$ cat config.mk
export PLATFORM = sky130hd
export DESIGN_NAME = alu_sequencer
export DESIGN_NICKNAME = d
export VERILOG_FILES = /design/src/rtl/alu_sequencer.sv
export SDC_FILE = /design/constraint.sdc
export NUM_CORES = 1
export LEC_CHECK = 0
export ABC_AREA = 1
export CAP_MARGIN = 20
export CORE_AREA = 2 2 54 106
export DETAILED_ROUTE_END_ITERATION = 10
export DIE_AREA = 0 0 56 108
export DONT_BUFFER_PORTS = 1
export PLACE_DENSITY = 0.84
export SLEW_MARGIN = 20
export SYNTH_ARGS = -nofsm -noshare
export SYNTH_HDL_FRONTEND = slang
export SYNTH_SLANG_ARGS = --single-unit
$ cat constraint.sdc
create_clock -name clk -period 6 [get_ports clk]
set_input_delay 0.9 -clock clk [delete_from_list [all_inputs] [get_ports clk]]
set_output_delay 0.9 -clock clk [all_outputs]
set_load 0.005 [all_outputs]
$ cat src/rtl/alu_sequencer.sv
// rtl/alu_sequencer.sv - multi-cycle ALU controller: fetch operands, iterate shifts, write back results and flags
//
// Ports:
//   clk, rst                      clock, asynchronous active-high reset
//   inst_valid/inst_ready/inst    instruction handshake; inst = {op[15:12], ra[11:9], rb[8:6], wb_b[5], -, count[3:0]}
//   rf_rd_addr_*/rf_rd_data_*     register-file read ports (combinational data)
//   rf_wr_en_*/addr_*/data_*      register-file write ports, driven during the write-back cycle
//   alu_inst/alu_a/alu_b/alu_*_in operands and flags presented to the ALU
//   alu_*_out                     ALU results, sampled once per execute cycle
//   flag_z/flag_n/flag_c          architectural status flags
//   busy, done                    busy outside IDLE; done pulses once after write-back
module alu_sequencer #(
    parameter int         REG_AW      = 3,
    parameter logic [2:0] ITER_PREFIX = 3'b100
) (
    input  logic              clk,
    input  logic              rst,
    input  logic              inst_valid,
    output logic              inst_ready,
    input  logic [15:0]       inst,
    output logic [REG_AW-1:0] rf_rd_addr_a,
    output logic [REG_AW-1:0] rf_rd_addr_b,
    input  logic [15:0]       rf_rd_data_a,
    input  logic [15:0]       rf_rd_data_b,
    output logic              rf_wr_en_a,
    output logic              rf_wr_en_b,
    output logic [REG_AW-1:0] rf_wr_addr_a,
    output logic [REG_AW-1:0] rf_wr_addr_b,
    output logic [15:0]       rf_wr_data_a,
    output logic [15:0]       rf_wr_data_b,
    output logic [15:0]       alu_inst,
    output logic [15:0]       alu_a,
    output logic [15:0]       alu_b,
    output logic              alu_z_in,
    output logic              alu_n_in,
    output logic              alu_c_in,
    input  logic [15:0]       alu_a_out,
    input  logic [15:0]       alu_b_out,
    input  logic              alu_z_out,
    input  logic              alu_n_out,
    input  logic              alu_c_out,
    output logic              flag_z,
    output logic              flag_n,
    output logic              flag_c,
    output logic              busy,
    output logic              done
);

    typedef enum logic [1:0] {
        S_IDLE = 2'd0,
        S_READ = 2'd1,
        S_EXEC = 2'd2,
        S_WB   = 2'd3
    } state_t;

    state_t            state_q;
    logic [15:0]       inst_q;
    logic [15:0]       op_a_q;
    logic [15:0]       op_b_q;
    logic [3:0]        cnt_q;
    logic              wz_q, wn_q, wc_q;
    logic              flag_z_q, flag_n_q, flag_c_q;
    logic              inst_ready_q;
    logic              busy_q;
    logic              done_q;
    logic              wr_en_a_q;
    logic              wr_en_b_q;

    logic [REG_AW-1:0] ra;
    logic [REG_AW-1:0] rb;
    logic              wb_b;
    logic              is_iter;
    logic [3:0]        cnt_d;
    logic              same_dest;

    assign ra        = REG_AW'(inst_q[11:9]);
    assign rb        = REG_AW'(inst_q[8:6]);
    assign wb_b      = inst_q[5];
    assign is_iter   = (inst_q[15:13] == ITER_PREFIX);
    // A zero shift count still performs one pass so every instruction touches the ALU.
    assign cnt_d     = !is_iter              ? 4'd1 :
                       (inst_q[3:0] == 4'd0) ? 4'd1 : inst_q[3:0];
    // Both writes to one register would collide; the B result takes priority.
    assign same_dest = wb_b && (ra == rb);

    always_ff @(posedge clk or posedge rst) begin
        if (rst) begin
            state_q      <= S_IDLE;
            inst_q       <= '0;
            op_a_q       <= '0;
            op_b_q       <= '0;
            cnt_q        <= '0;
            wz_q         <= 1'b0;
            wn_q         <= 1'b0;
            wc_q         <= 1'b0;
            flag_z_q     <= 1'b0;
            flag_n_q     <= 1'b0;
            flag_c_q     <= 1'b0;
            inst_ready_q <= 1'b1;
            busy_q       <= 1'b0;
            done_q       <= 1'b0;
            wr_en_a_q    <= 1'b0;
            wr_en_b_q    <= 1'b0;
        end else begin
            done_q <= 1'b0;
            case (state_q)
                S_IDLE: begin
                    if (inst_valid && inst_ready_q) begin
                        inst_q       <= inst;
                        inst_ready_q <= 1'b0;
                        busy_q       <= 1'b1;
                        state_q      <= S_READ;
                    end
                end
                S_READ: begin
                    op_a_q  <= rf_rd_data_a;
                    op_b_q  <= rf_rd_data_b;
                    cnt_q   <= cnt_d;
                    wz_q    <= flag_z_q;
                    wn_q    <= flag_n_q;
                    wc_q    <= flag_c_q;
                    state_q <= S_EXEC;
                end
                S_EXEC: begin
                    op_a_q <= alu_a_out;
                    op_b_q <= alu_b_out;
                    wz_q   <= alu_z_out;
                    wn_q   <= alu_n_out;
                    wc_q   <= alu_c_out;
                    cnt_q  <= cnt_q - 4'd1;
                    if (cnt_q == 4'd1) begin
                        // Enables are registered so they are high exactly during WB.
                        wr_en_a_q <= !same_dest;
                        wr_en_b_q <= wb_b;
                        state_q   <= S_WB;
                    end
                end
                S_WB: begin
                    wr_en_a_q    <= 1'b0;
                    wr_en_b_q    <= 1'b0;
                    flag_z_q     <= wz_q;
                    flag_n_q     <= wn_q;
                    flag_c_q     <= wc_q;
                    done_q       <= 1'b1;
                    inst_ready_q <= 1'b1;
                    busy_q       <= 1'b0;
                    state_q      <= S_IDLE;
                end
                default: begin
                    state_q <= S_IDLE;
                end
            endcase
        end
    end

    assign inst_ready   = inst_ready_q;
    assign busy         = busy_q;
    assign done         = done_q;

    assign rf_rd_addr_a = ra;
    assign rf_rd_addr_b = rb;

    assign rf_wr_en_a   = wr_en_a_q;
    assign rf_wr_en_b   = wr_en_b_q;
    assign rf_wr_addr_a = ra;
    assign rf_wr_addr_b = rb;
    assign rf_wr_data_a = op_a_q;
    assign rf_wr_data_b = op_b_q;

    assign alu_inst     = inst_q;
    assign alu_a        = op_a_q;
    assign alu_b        = op_b_q;
    assign alu_z_in     = wz_q;
    assign alu_n_in     = wn_q;
    assign alu_c_in     = wc_q;

    assign flag_z       = flag_z_q;
    assign flag_n       = flag_n_q;
    assign flag_c       = flag_c_q;

endmodule

==> summary.txt, run 1 <==
Status
  – Run status: finished, final reports clean

Timing
  – Final TNS setup: 0 ns
  – Setup Viol. Count Final: 0
  – Fmax: roughly 0.40 GHz
  – Max Slew Vio Count: 0
  – Clock skew: around 0.0091 ns
  – Final hold vios: 0
  – RSZ-0062 raised after global routing: no
  – Max-slew headroom: 0.321
  – Fin crit share: 0.413
  – Worst-Margin Slew: 1.02 ns
  – Final min period: 2.48 ns

Die
  – I/O pin count: approximately 190
  – Core area: ~5200 µm²
  – Die Area: just over 6000 µm²
  – Die Wd: around 56 µm
  – Die H: 108 µm
  – Rows: 37
  – Initial core utilization: 0.631

Global route
  – Vias in the first global route: 2290
  – Pin count of the biggest net entering global routing: between 60 and 70
  – GRT overflow: 0
  – First-pass GRT wire length: a little over 10000 µm
  – Global Route Usage Sum: 0.223
  – Initial antenna violation count: 0

Clock network
  – CTS Root Cell: clkbuf_8
  – H-tree depth: 3
  – CTS tree: done
  – Worst skew pair latency: ~0.35 ns
  – Setup bufs post-CTS: 0
  – Cts bufs inserted: 9
  – Cts repair resizes: 0
  – Sink Count: 65
  – Clock-pin slew on the worst setup and hold paths: approximately 0.060 ns
  – Maximum clock path buffer count: 2
  – CTS Hold Bufs: 0

Route
  – WL/cell: 16.8 µm
  – ANT nets after route: 0
  – Detailed Route WL: 6540 µm
  – DRC viols: 0
  – Via density: between 5 and 6
  – First-iteration detailed-routing DRC count: 130
  – Drt pass-1 iters: 4
  – Vias: approximately 2300

Logic synthesis
  – Xor/xnor share of the synthesized area: 0.00535
  – Cell taking the most area after synthesis: dfrtp_1
  – Unique cell type count in the Yosys netlist: 23
  – Top cell type's share of synthesized area: 0.489
  – Main combinational cell family by area after synthesis: simple AND/OR/NAND/NOR gates
  – Net Count, Synth: about 470
  – Adder-cell area share of the yosys netlist: 0.0229
  – Mapped Area: 3270 µm²
  – Post-synth ARST share: 1.00
  – Post-synthesis compound-gate area fraction: 0.128
  – Most frequent cells after synthesis: nand2_1, dfrtp_1, o21ai_0
  – Synth area leaders: dfrtp_1, buf_4, o21ai_0
  – Syn avg cell area: approximately 8.7 µm²
  – Seq cells post-synth: 65
  – Synth Flop Type: dfrtp_1
  – Multiplexer share of the synthesized area: 0.0482
  – Sequential-to-total area share from yosys stat: 0.498
  – Top-count cell post-synth: nand2_1
  – Cells after Synth: around 380
  – Post-synth EDFFs: 0
  – Synth Area in Simple Gates: 0.158
  – Ys Warns: 0

Pwr
  – Pwr per Cell Area: about 660 nW/µm²
  – Worst vdd ir: ~0.52 mV
  – Leakage: around 1.4 nW

Layout
  – Nets: around 420
  – Layout cells sized above 1: 0.0997
  – Area Growth Syn to Fin: -4.82%
  – Final Cell Area: 3110 µm²
  – ANT cells: 0

Worst setup path
  – Crit path required time: 6.22 ns
  – Crit path depth: 5
  – Worst-case reg-to-reg path depth: 5
  – Crit-path max cell delay: 0.96 ns
  – Crit path max fanout: approximately 40
  – Crit path kind: flip-flop to flip-flop
  – CP bufs+invs: 2
  – Startpoint types: flip-flop
  – Delay-heaviest family, CP: adder cells
  – Reg2Reg Setup Slack: 3.52 ns
  – Critical R2R Launch: state_q[1]
  – Worst setup path end: cnt_q[1]
  – Crit. Startpoint: state_q[1]
  – CP arrival: about 2.7 ns
  – Reg2reg end: cnt_q[1]
  – Critical path's slowest cell: ha_1
  – Cell Chain, Critical Path: inv_1, ha_1, inv_2, nor2_1, a21oi_2
  – CP endpoint kind: flip-flop

Place
  – DP Area: between 2000 and 3000 µm²
  – Hpwl dp: roughly 4400 µm
  – GP Congestion: between 0.7 and 0.8
  – Port buffer count: 0

Worst hold path
  – Hold Crit Class: flip-flop to flip-flop

Run
  – Max-cap violations: 0
cell usage in the layout (no fill, tap or decap):
cell / instances
a21oi_1: 5
a21oi_2: 1
a31o_2: 1
buf_4: 2
clkbuf_1: 5
clkbuf_8: 11
dfrtp_1: 64
dfstp_2: 1
ha_1: 6
inv_1: 9
inv_2: 3
mux2_2: 14
nand2_1: 72
nand3_1: 5
nand3b_1: 1
nand4_1: 2
nor2_1: 49
nor3_1: 2
o21ai_0: 64
o21ai_1: 11
or2_1: 1
xnor2_1: 2
metal layers:
metal	share of wire	track usage
met5	0	0
met4	0.026	0.158
met3	0.078	0.0586
met2	0.55	0.397
met1	0.35	0.216
worst reg2reg max path: stages, from the launching register on:
cell and delay (ns):
dfrtp_1 0.40, inv_1 0.08, ha_1 0.96, inv_2 0.57, nor2_1 0.27, a21oi_2 0.08
power breakdown:
group	internal [W]	switching, W	leakage, nW
sequential	0.000673	0.000261	0.787
combinational	0.000285	0.000504	0.564
clock	0.000174	0.000149	0.0850
stage by stage:
| step | util | power, W | hold slack, ns | setup WS, ns | cells |
|---|---|---|---|---|---|
| final | 0.601 | 0.00205 | 0.502 | 3.52 | 389 |
| after global routing | 0.601 | 0.00225 | 0.523 | 3.21 | 389 |
| after CTS | 0.601 | 0.00207 | 0.504 | 3.50 | 389 |
| after detailed placement | 0.568 | 0.00174 | 0.494 | 3.52 | 373 |
| after global placement | 0.568 | 0.00170 | 0.492 | 3.24 | 373 |
| after floorplan | - | 0.00175 | 0.465 | 3.48 | 375 |
flip-flops by register name (all words and copies together) (netlist names):
name,cells
alu_a,16
alu_b,16
alu_c_in,1
alu_inst,16
alu_n_in,1
alu_z_in,1
busy,1
cnt_q,4
done,1
flag_c,1
flag_n,1
flag_z,1
inst_ready,1
rf_wr_en_a,1
rf_wr_en_b,1
state_q,2
area by class of cell:
class | count | area, µm²
Fill cell | 457 | 2070
Timing Repair Buffer | 2 | 15.0
Clock buffer | 16 | 170
Sequential cell | 65 | 1630
Tap cell | 58 | 72.6
Multi-Input combinational cell | 236 | 1180
Inverter | 12 | 45.0
worst min-delay path by stage:
stage	from	end	slack, ns	cells after the start
floorplan	rf_wr_en_b	rf_wr_en_b	0.47	2
global placement	inst_ready	inst_ready	0.49	2
detailed placement	inst_ready	inst_ready	0.49	2
CTS	inst_ready	inst_ready	0.50	2
global route	inst_ready	inst_ready	0.52	2
finish	inst_ready	inst_ready	0.50	2
logic make-up (layout without fill, tap and decap cells):
group / after synthesis / count (layout)
xor gates and xnor gates: 2 / 2
and+or+nand+nor: 132 / 132
buffers and inverters: 74 / 30
adders and majority gates: 6 / 6
DFF: 65 / 65
AOI/OAI and AO/OA: 82 / 82
muxes: 14 / 14
Power figures use the tool's default switching activity.
==> inputs of run 2 (changes only) <==
- CORE_AREA: 2 2 54 106 -> 2 2 57 113
- DIE_AREA: 0 0 56 108 -> 0 0 59 115
- PLACE_DENSITY: 0.84 -> 0.79
- clock period: 6 -> 2 ns (I/O delays scaled with it)
==> run 2 against run 1 <==
Net effect:
- via count increased by 4.2%
- clock skew down 0.0039 ns
- setup slack worse by 3.1 ns
- global-route usage fell by 0.42 points
- count of clock-buffer cells in the layout decreased by 4
- hold slack got worse by 0.37 ns
- cell count up 2.8%
- routed wire length grew 11%
- core utilization fell by 4.3 points
==> summary.txt, run 2 (same netlist as run 1, synthesis figures left out) <==
Die
  – Core area: 5910 µm² (was 5180 µm²)
  – Rows: 40 (was 37)
  – Die Area: 6790 µm² (was 6050 µm²)
  – Die Wd: 59 µm (was 56 µm)
  – Initial core utilization: 0.554 (was 0.631)
  – I/O pin count: 189 (unchanged)
  – Die H: 115 µm (was 108 µm)

Layout
  – Nets: 424 (was 418)
  – Area Growth Syn to Fin: 0.612% (was -4.82%)
  – Area of the multi-input gates: 1180 µm² (unchanged)
  – Layout cells sized above 1: 0.116 (was 0.0997)
  – Register area: 1630 µm² (unchanged)
  – Most frequent cells in the layout: nand2_1, o21ai_0, dfrtp_1 (unchanged)
  – Final Cell Area: 3290 µm² (was 3110 µm²)
  – Commonest non-fill, non-tap cell in the layout: nand2_1 (unchanged)
  – ANT cells: 0 (unchanged)
  – Filler cells: 523 (was 457)

Timing
  – Final hold vios: 0 (unchanged)
  – Max-slew headroom: 0.599 (was 0.321)
  – Setup Viol. Count Final: 0 (unchanged)
  – Final Worst Setup Slack: 0.434 ns (was 3.52 ns)
  – Fmax: 0.638 GHz (was 0.404 GHz)
  – RSZ-0062 raised after global routing: no (unchanged)
  – Final TNS setup: 0 ns (unchanged)
  – Fin crit share: 0.783 (was 0.413)
  – Final min period: 1.57 ns (was 2.48 ns)
  – Clock skew: 0.00525 ns (was 0.00910 ns)
  – Hold Slack: 0.129 ns (was 0.502 ns)
  – Worst-Margin Slew: 0.600 ns (was 1.02 ns)
  – Max Slew Vio Count: 0 (unchanged)

Clock network
  – CTS tree: done (unchanged)
  – Worst skew pair latency: 0.32 ns (was 0.35 ns)
  – Sink Count: 65 (unchanged)
  – Maximum clock path buffer count: 2 (unchanged)
  – H-tree depth: 3 (unchanged)
  – Cts bufs inserted: 9 (unchanged)
  – CTS Root Cell: clkbuf_16 (was clkbuf_8)
  – Cts repair resizes: 0 (unchanged)
  – Clock-pin slew on the worst setup and hold paths: 0.05 ns (was 0.06 ns)

Worst setup path
  – Crit path required time: 2.23 ns (was 6.22 ns)
  – Crit path kind: flip-flop to flip-flop (unchanged)
  – Startpoint types: flip-flop (unchanged)
  – Critical Path Most Common Cell: o21ai_0
  – Crit path max fanout: 38 (was 41)
  – CP arrival: 1.79 ns (was 2.70 ns)
  – Crit-path max cell delay: 0.37 ns (was 0.96 ns)
  – Cell Chain, Critical Path: inv_1, ha_1, buf_4, o21ai_0, o21ai_0 (was inv_1, ha_1, inv_2, nor2_1, a21oi_2)
  – CP endpoint kind: flip-flop (unchanged)
  – Critical path's slowest cell: dfrtp_1 (was ha_1)

Route
  – WL met2: 3900 µm (was 3590 µm)
  – WL/cell: 18.1 µm (was 16.8 µm)
  – Drt pass-1 iters: 4 (unchanged)
  – WL met3: 658 µm (was 510 µm)
  – DRC viols: 0 (unchanged)
  – Via density: 5.93 (was 5.85)
  – First-iteration detailed-routing DRC count: 103 (was 130)
  – ANT nets after route: 0 (unchanged)
  – Detailed Route WL: 7250 µm (was 6540 µm)
  – Vias: 2370 (was 2275)
  – DR top layer: met4 (unchanged)
  – WL met1: 2450 µm (was 2270 µm)

Place
  – DP Area: 3030 µm² (was 2940 µm²)
  – Port buffer count: 0 (unchanged)
  – GP Congestion: 0.735 (was 0.791)
  – Hpwl dp: 5350 µm (was 4450 µm)
  – Worst slack at placement: 0.437 ns (was 3.52 ns)

Global route
  – Global Route Usage Sum: 0.218 (was 0.223)
  – Pin count of the biggest net entering global routing: 39 (was 66)
  – GRT overflow: 0 (unchanged)
  – Initial antenna violation count: 0 (unchanged)
  – Vias in the first global route: 2376 (was 2290)
  – First-pass GRT wire length: 11100 µm (was 10200 µm)

Pwr
  – Worst vdd ir: 1.08 mV (was 0.521 mV)
  – Leakage: 1.53 nW (was 1.44 nW)
  – Pwr per Cell Area: 2050 nW/µm² (was 657 nW/µm²)
  – Design Power: 0.00675 W (was 0.00205 W)

Status
  – Run status: finished, final reports clean (unchanged)

Worst hold path
  – Hold Crit Class: primary input to flip-flop (was flip-flop to flip-flop)

Run
  – Max-cap violations: 0 (unchanged)
==> run 2: metal layers <==
metal,vias to the layer above,GRT usage
met5,-,0
met4,0,0.118
met3,21,0.0641
met2,149,0.393
met1,1113,0.214
li1,1087,-
==> run 2: worst paths after layout <==
path | from | end | slack, ns | depth (start not counted)
max | state_q[0] | alu_a[4] | 0.43 | 5
min | inst[12] | alu_inst[12] | 0.13 | 1
max reg2reg | state_q[0] | alu_a[4] | 0.43 | 5
min reg2reg | inst_ready | inst_ready | 0.50 | 2
max in group asynchronous | rst | alu_a[8] | 0.87 | 3
min in group asynchronous | rst | alu_inst[8] | 0.52 | 2
==> run 2: cell type report <==
type                    count  share of cell area
repair buffers              8              0.0304
clock buffers              12              0.0718
multi-input cells         236               0.360
clock inverters             4             0.00608
well taps                  63              0.0239
flip-flops and latches     65               0.494
inverters                  12              0.0137
==> run 2: worst max-delay path: cells and delay by family, from the launching register on <==
kind | cells | cell delay (ns)
AOI/OAI and AO/OA | 2 | 0.39
buffers and inverters | 2 | 0.41
adders and majority gates | 1 | 0.30
DFF | 1 | 0.37
==> run 2: where the power goes <==
part / total (W) / switching (W) / internal (W)
sequential: 0.00282 / 0.000801 / 0.00202
clock: 0.00131 / 0.000487 / 0.000827
combinational: 0.00261 / 0.00162 / 0.000990
total: 0.00675 / 0.00291 / 0.00384
==> run 2: repair_timing <==
item / 4_1_cts / 5_1_grt
setup buffers: 0 / 0
endpoints found under the hold margin: 27 / 0
hold buffers: 1 / 0
==> run 2: stage by stage <==
| step | utilization | cells |
|---|---|---|
| 2_1_floorplan | - | 375 |
| 6_report | 0.557 | 400 |
| 3_3_place_gp | 0.512 | 383 |
| 4_1_cts | 0.557 | 400 |
| 3_5_place_dp | 0.512 | 383 |
| 5_1_grt | 0.557 | 400 |
